$ cat config.mk
export PLATFORM = sky130hd
export DESIGN_NAME = memory_port_arbiter
export DESIGN_NICKNAME = d
export VERILOG_FILES = /design/src/rtl/memory_port_arbiter.sv
export SDC_FILE = /design/constraint.sdc
export NUM_CORES = 1
export LEC_CHECK = 0
export BUFFER_PORTS_ARGS = -buffer_cell sky130_fd_sc_hd__buf_2
export CAP_MARGIN = 40
export CORE_AREA = 2 2 118 120
export DETAILED_ROUTE_END_ITERATION = 7
export DIE_AREA = 0 0 120 122
export GPL_ROUTABILITY_DRIVEN = 0
export PLACE_DENSITY = 0.89
export SLEW_MARGIN = 20
export SYNTH_ARGS = -nofsm -noshare
export SYNTH_HDL_FRONTEND = slang
export SYNTH_SLANG_ARGS = --single-unit
$ cat constraint.sdc
create_clock -name clk -period 2.51 [get_ports clk]
set_clock_uncertainty 0.2 [all_clocks]
set_input_delay 0.251 -clock clk [delete_from_list [all_inputs] [get_ports clk]]
set_output_delay 0.251 -clock clk [all_outputs]
set_load 0.005 [all_outputs]
$ cat src/rtl/memory_port_arbiter.sv
// memory_port_arbiter: shares one single-ported memory between the fetch
// port (0) and the load/store port (1), using round-robin on ties.
// Ports: clk, reset (async, active-low)
//   port 0  req0/addr0 -> done0/rdata0 (fetch, read only)
//   port 1  req1/addr1/we1/wdata1/byteEn1 -> done1/rdata1 (load/store)
//   err     timeout flag, valid with doneN
//   mem_*   memory strobe/address/write side, mem_ready/mem_rdata back
module memory_port_arbiter #(
    parameter int ADDR_WIDTH = 32,
    parameter int DATA_WIDTH = 32,
    parameter int TIMEOUT    = 255
) (
    input  logic                    clk,
    input  logic                    reset,
    input  logic                    req0,
    input  logic [ADDR_WIDTH-1:0]   addr0,
    output logic                    done0,
    output logic [DATA_WIDTH-1:0]   rdata0,
    input  logic                    req1,
    input  logic [ADDR_WIDTH-1:0]   addr1,
    input  logic                    we1,
    input  logic [DATA_WIDTH-1:0]   wdata1,
    input  logic [DATA_WIDTH/8-1:0] byteEn1,
    output logic                    done1,
    output logic [DATA_WIDTH-1:0]   rdata1,
    output logic                    err,
    output logic                    mem_en,
    output logic [ADDR_WIDTH-1:0]   mem_addr,
    output logic                    mem_we,
    output logic [DATA_WIDTH-1:0]   mem_wdata,
    output logic [DATA_WIDTH/8-1:0] mem_byteEn,
    input  logic                    mem_ready,
    input  logic [DATA_WIDTH-1:0]   mem_rdata
);

    localparam int BW = DATA_WIDTH / 8;
    localparam int CW = (TIMEOUT < 2) ? 1 : $clog2(TIMEOUT + 1);
    localparam logic [CW-1:0] TO_VAL = CW'(TIMEOUT);

    typedef enum logic [1:0] {
        IDLE,
        ACCESS,
        DONE
    } state_t;

    state_t                  state_q;
    state_t                  state_d;
    logic                    owner_q;
    logic                    last_grant_q;
    logic [ADDR_WIDTH-1:0]   addr_q;
    logic                    we_q;
    logic [DATA_WIDTH-1:0]   wdata_q;
    logic [BW-1:0]           be_q;
    logic [CW-1:0]           cnt_q;
    logic                    err_q;
    logic [DATA_WIDTH-1:0]   rdata0_q;
    logic [DATA_WIDTH-1:0]   rdata1_q;
    logic                    any_req;
    logic                    grant;
    logic                    expire;

    assign any_req = req0 | req1;

    // On a tie the port that did not win last time is served.
    always_comb begin
        grant = 1'b0;
        unique case ({req1, req0})
            2'b11:   grant = ~last_grant_q;
            2'b10:   grant = 1'b1;
            default: grant = 1'b0;
        endcase
    end

    // A ready arriving on the expiry cycle takes precedence.
    assign expire = (TIMEOUT != 0) && (cnt_q == TO_VAL) && !mem_ready;

    // State register
    always_ff @(posedge clk or negedge reset) begin
        if (!reset) begin
            state_q <= IDLE;
        end else begin
            state_q <= state_d;
        end
    end

    // Next-state logic
    always_comb begin
        state_d = state_q;
        unique case (state_q)
            IDLE:    if (any_req) state_d = ACCESS;
            ACCESS:  if (mem_ready || expire) state_d = DONE;
            DONE:    state_d = IDLE;
            default: state_d = IDLE;
        endcase
    end

    // Latched request, timeout counter and per-port read data
    always_ff @(posedge clk or negedge reset) begin
        if (!reset) begin
            owner_q      <= 1'b0;
            last_grant_q <= 1'b1;
            addr_q       <= '0;
            we_q         <= 1'b0;
            wdata_q      <= '0;
            be_q         <= '0;
            cnt_q        <= '0;
            err_q        <= 1'b0;
            rdata0_q     <= '0;
            rdata1_q     <= '0;
        end else begin
            unique case (state_q)
                IDLE: begin
                    if (any_req) begin
                        owner_q      <= grant;
                        last_grant_q <= grant;
                        if (grant) begin
                            addr_q  <= addr1;
                            we_q    <= we1;
                            wdata_q <= wdata1;
                            be_q    <= byteEn1;
                        end else begin
                            addr_q  <= addr0;
                            we_q    <= 1'b0;
                            wdata_q <= '0;
                            be_q    <= '1;
                        end
                    end
                end
                ACCESS: begin
                    if (mem_ready) begin
                        // Stores complete with zero read data.
                        if (owner_q) begin
                            rdata1_q <= we_q ? '0 : mem_rdata;
                        end else begin
                            rdata0_q <= mem_rdata;
                        end
                    end else if (expire) begin
                        err_q <= 1'b1;
                        if (owner_q) begin
                            rdata1_q <= '0;
                        end else begin
                            rdata0_q <= '0;
                        end
                    end else begin
                        cnt_q <= cnt_q + 1'b1;
                    end
                end
                DONE: begin
                    cnt_q <= '0;
                    err_q <= 1'b0;
                end
                default: begin
                    cnt_q <= '0;
                    err_q <= 1'b0;
                end
            endcase
        end
    end

    // Output logic
    always_comb begin
        mem_en     = 1'b0;
        mem_addr   = '0;
        mem_we     = 1'b0;
        mem_wdata  = '0;
        mem_byteEn = '0;
        done0      = 1'b0;
        done1      = 1'b0;
        err        = 1'b0;
        unique case (state_q)
            ACCESS: begin
                mem_en     = 1'b1;
                mem_addr   = addr_q;
                mem_we     = we_q;
                mem_wdata  = wdata_q;
                mem_byteEn = be_q;
            end
            DONE: begin
                done0 = ~owner_q;
                done1 = owner_q;
                err   = err_q;
            end
            default: begin
                mem_en = 1'b0;
            end
        endcase
    end

    assign rdata0 = rdata0_q;
    assign rdata1 = rdata1_q;

endmodule
==> insert_results.sql <==
INSERT INTO impl_metrics (metric_group, metric, value, unit) VALUES
('outcome', 'status', 'finished, final reports clean', ''),
('yosys', 'synth-seq-cells', '146', ''),
('placement', 'detailed_place_hpwl', '10870', 'um'),
('cts', 'clock_tree.htree_level_count', '4', ''),
('sta', 'final.period_utilization', '92.54', '%'),
('critical_path', 'setup.worst_path.end_class', 'flop', ''),
('critical_path', 'slowest_stage', 'sky130_fd_sc_hd__dlygate4sd3_1', ''),
('finish', 'area_growth_syn_to_layout', '56.24', '%'),
('cts', 'tritoncts', 'built', ''),
('critical_path', 'critPathLaunchType', 'flop', ''),
('critical_path', 'cp.required', '2.60', 'ns'),
('yosys', 'synth_nets', '649', ''),
('cts', 'clk-insertion-delay-late', '0.42', 'ns'),
('cts', 'root_buffer', 'sky130_fd_sc_hd__clkbuf_16', ''),
('route', 'drt_iter0_markers', '456', ''),
('critical_path', 'critical_path.max_fanout', '32', ''),
('critical_path', 'rr_startpoint', 'last_grant_q$_DFFE_PN1P_', ''),
('yosys', 'share_of_the_yosys_chip_area_belonging_to_registers', '58.82', '%'),
('grt', 'grt_pass1_vias', '6005', ''),
('route', 'route.detailed.drc', '0', ''),
('yosys', 'count_of_flip_flops_with_a_built_in_enable_after_synthesis', '0', ''),
('route', 'postRouteAntennaNets', '0', ''),
('yosys', 'synth.cell_area', '6213', 'um^2'),
('sta', 'final-hold-violation-count', '0', ''),
('pwr', 'total_leakage_power', '5.083', 'nW'),
('route', 'top_signal_layer_used', 'met4', ''),
('yosys', 'synth_top_cell_area_share', '58.40', '%'),
('route', 'met3RoutedLength', '1699', 'um'),
('placement', 'placedCellCount', '939', ''),
('pwr', 'powerDensity', '1079', 'nW/um^2'),
('min_path', 'worstHoldPathCells', '3', ''),
('critical_path', 'ff2ff_path_depth', '5', ''),
('critical_path', 'critPathTopFamily', 'buffers and inverters', ''),
('grt', 'grt_overflow', '0', ''),
('pwr', 'power.ir.vdd_worst', '736.9', 'uV'),
('min_path', 'hold_end', 'state_q[0]$_DFFE_PN0P_', ''),
('route', 'wl_met1', '8016', 'um'),
('min_path', 'hold_start', 'mem_ready', ''),
('floorplan', 'std_cell_rows', '43', ''),
('grt', 'pin_count_of_the_biggest_net_entering_global_routing', '74', ''),
('floorplan', 'initial_core_util', '46.01', '%'),
('critical_path', 'worst-endpoint-arrival', '2.41', 'ns'),
('route', 'drt_pass1_iterations', '5', ''),
('critical_path', 'reg2reg_setup_slack', '0.19', 'ns'),
('route', 'detailroute.via_count', '5902', ''),
('finish', 'final_common_cell', 'sky130_fd_sc_hd__buf_2', ''),
('finish', 'final_nets', '1051', ''),
('route', 'wl_met2', '10430', 'um'),
('sta', 'max_slew.worst_pin.slew', '0.6744', 'ns'),
('yosys', 'postSynthCellCount', '510', ''),
('route', 'via_to_cell_ratio', '5.336', ''),
('yosys', 'ys.flop_type', 'sky130_fd_sc_hd__dfrtp_1', ''),
('yosys', 'synth_cell_types', '40', ''),
('sta', 'rsz0062_at_grt', 'no', ''),
('route', 'routed_wl', '20640', 'um'),
('floorplan', 'ios', '275', ''),
('cts', 'clock_sink_count', '146', ''),
('floorplan', 'core_region_area', '13500', 'um^2'),
('finish', 'stdcell_count', '1106', ''),
('grt', 'grt_first_pass_wirelength', '31780', 'um'),
('floorplan', 'die_height', '122', 'um'),
('sta', 'report.final.setup_viol', '0', ''),
('cts', 'clkSlewWorstSetupHoldPaths', '0.06', 'ns'),
('flow_run', 'max-cap-violations', '0', ''),
('yosys', 'number_of_synthesis_warnings', '0', ''),
('sta', 'period_needed', '2.323', 'ns'),
('critical_path', 'crit_path_cell_trace', 'a21boi_4 -> buf_4 -> mux2i_1 -> dlygate4sd3_1 -> o21ai_0', ''),
('cts', 'max_clock_buf_depth', '2', ''),
('yosys', 'post_synth_main_area_contributors', 'sky130_fd_sc_hd__dfrtp_1, sky130_fd_sc_hd__a22o_1, sky130_fd_sc_hd__and2_1', ''),
('finish', 'most-common-layout-cells', 'sky130_fd_sc_hd__buf_2, sky130_fd_sc_hd__dfrtp_1, sky130_fd_sc_hd__dlygate4sd3_1', ''),
('critical_path', 'worst_path_largest_cell_delay', '0.59', 'ns');
## state kept, by name (all words and copies together), names as in the netlist, 2 cells and up
name / flops
addr_q: 32
be_q: 4
cnt_q: 8
rdata0: 32
rdata1: 32
state_q: 2
wdata_q: 32
## cells in the mapped netlist (2+ instances only)
cell type and n:
sky130_fd_sc_hd__buf_6 6, sky130_fd_sc_hd__clkbuf_1 16, sky130_fd_sc_hd__nand3_1 2, sky130_fd_sc_hd__mux2i_1 33
sky130_fd_sc_hd__xor2_1 4, sky130_fd_sc_hd__o211ai_1 2, sky130_fd_sc_hd__a21oi_1 3, sky130_fd_sc_hd__buf_4 6
sky130_fd_sc_hd__dfrtp_1 145, sky130_fd_sc_hd__a22o_1 97, sky130_fd_sc_hd__o21ai_0 33, sky130_fd_sc_hd__o22a_1 4
sky130_fd_sc_hd__and3b_1 2, sky130_fd_sc_hd__nand2_1 40, sky130_fd_sc_hd__and2_1 71, sky130_fd_sc_hd__buf_2 11
sky130_fd_sc_hd__nor2_1 12
## metal layers
| metal | track usage (%) | up-vias |
|---|---|---|
| met2 | 47.76 | 331 |
| li1 | - | 2642 |
| met5 | 0 | - |
| met4 | 9.706 | 0 |
| met1 | 34.35 | 2886 |
| met3 | 8.380 | 43 |
## worst min-delay path: stages
cell and delay [ns]:
sky130_fd_sc_hd__buf_2 0.13, sky130_fd_sc_hd__o21bai_4 0.17, sky130_fd_sc_hd__o21ai_0 0.09
## kinds of logic (layout without fill, tap and decap cells)
family / Yosys count / in the layout / synth area share [%]
DFF: 146 / 146 / 58.82
AOI/OAI and AO/OA: 145 / 145 / 18.26
and+or+nand+nor: 140 / 140 / 12.93
buffers and inverters: 40 / 455 / 3.725
muxes: 34 / 34 / 5.497
xor gates and xnor gates: 4 / 4 / 0.5638
adders and majority gates: 1 / 1 / 0.2013
other: 0 / 1 / 0
## where the power goes
part / internal [mW] / total, mW / switching (mW)
Clock: 1.42 / 2.46 / 1.04
Sequential: 3.39 / 4.03 / 0.640
Combinational: 2.04 / 3.97 / 1.94
Total: 6.85 / 10.5 / 3.62
## worst max-delay path by stage
stage	slack (ns)	from	depth (start not counted)	endpoint
2_1_floorplan	0.74	cnt_q[0]$_DFFE_PN0P_	5	cnt_q[6]$_DFFE_PN0P_
3_3_place_gp	0.48	cnt_q[0]$_DFFE_PN0P_	5	rdata0[4]$_DFFE_PN0P_
3_5_place_dp	0.38	cnt_q[0]$_DFFE_PN0P_	5	rdata0[12]$_DFFE_PN0P_
4_1_cts	0.25	last_grant_q$_DFFE_PN1P_	5	addr_q[23]$_DFFE_PN0P_
5_1_grt	0.06	last_grant_q$_DFFE_PN1P_	5	addr_q[20]$_DFFE_PN0P_
6_report	0.19	last_grant_q$_DFFE_PN1P_	5	addr_q[13]$_DFFE_PN0P_
## per-stage QoR
stage                     cell area (um^2)  util, %  worst slack [ns]  hold slack [ns]  total power, mW
after floorplan                       6213        -            0.7431          -0.2446            5.960
after global placement                7755    57.43            0.4774           0.1070            7.399
after detailed placement              7782    57.63            0.3806           0.1147            7.572
after CTS                             9706    71.87            0.2523          0.05500            10.30
after global routing                  9708    71.89           0.06066          0.06479            11.07
final                                 9708    71.89            0.1872          0.07691            10.47
## cell type report
| class | instances | area [um^2] |
|---|---|---|
| clock buffers | 18 | 439.2 |
| multi-input cells | 324 | 2359 |
| fillers | 869 | 3796 |
| clock inverters | 14 | 142.6 |
| repair buffers | 422 | 2882 |
| diodes | 1 | 2.502 |
| flip-flops and latches | 146 | 3655 |
| well taps | 180 | 225.2 |
| inverters | 1 | 3.754 |
## timing repair
item,4_1_cts,5_1_grt
setup buffers,0,0
hold endpoints to repair,203,0
hold buffers,134,0
setup endpoints to repair,0,0
Power figures use the tool's default switching activity.
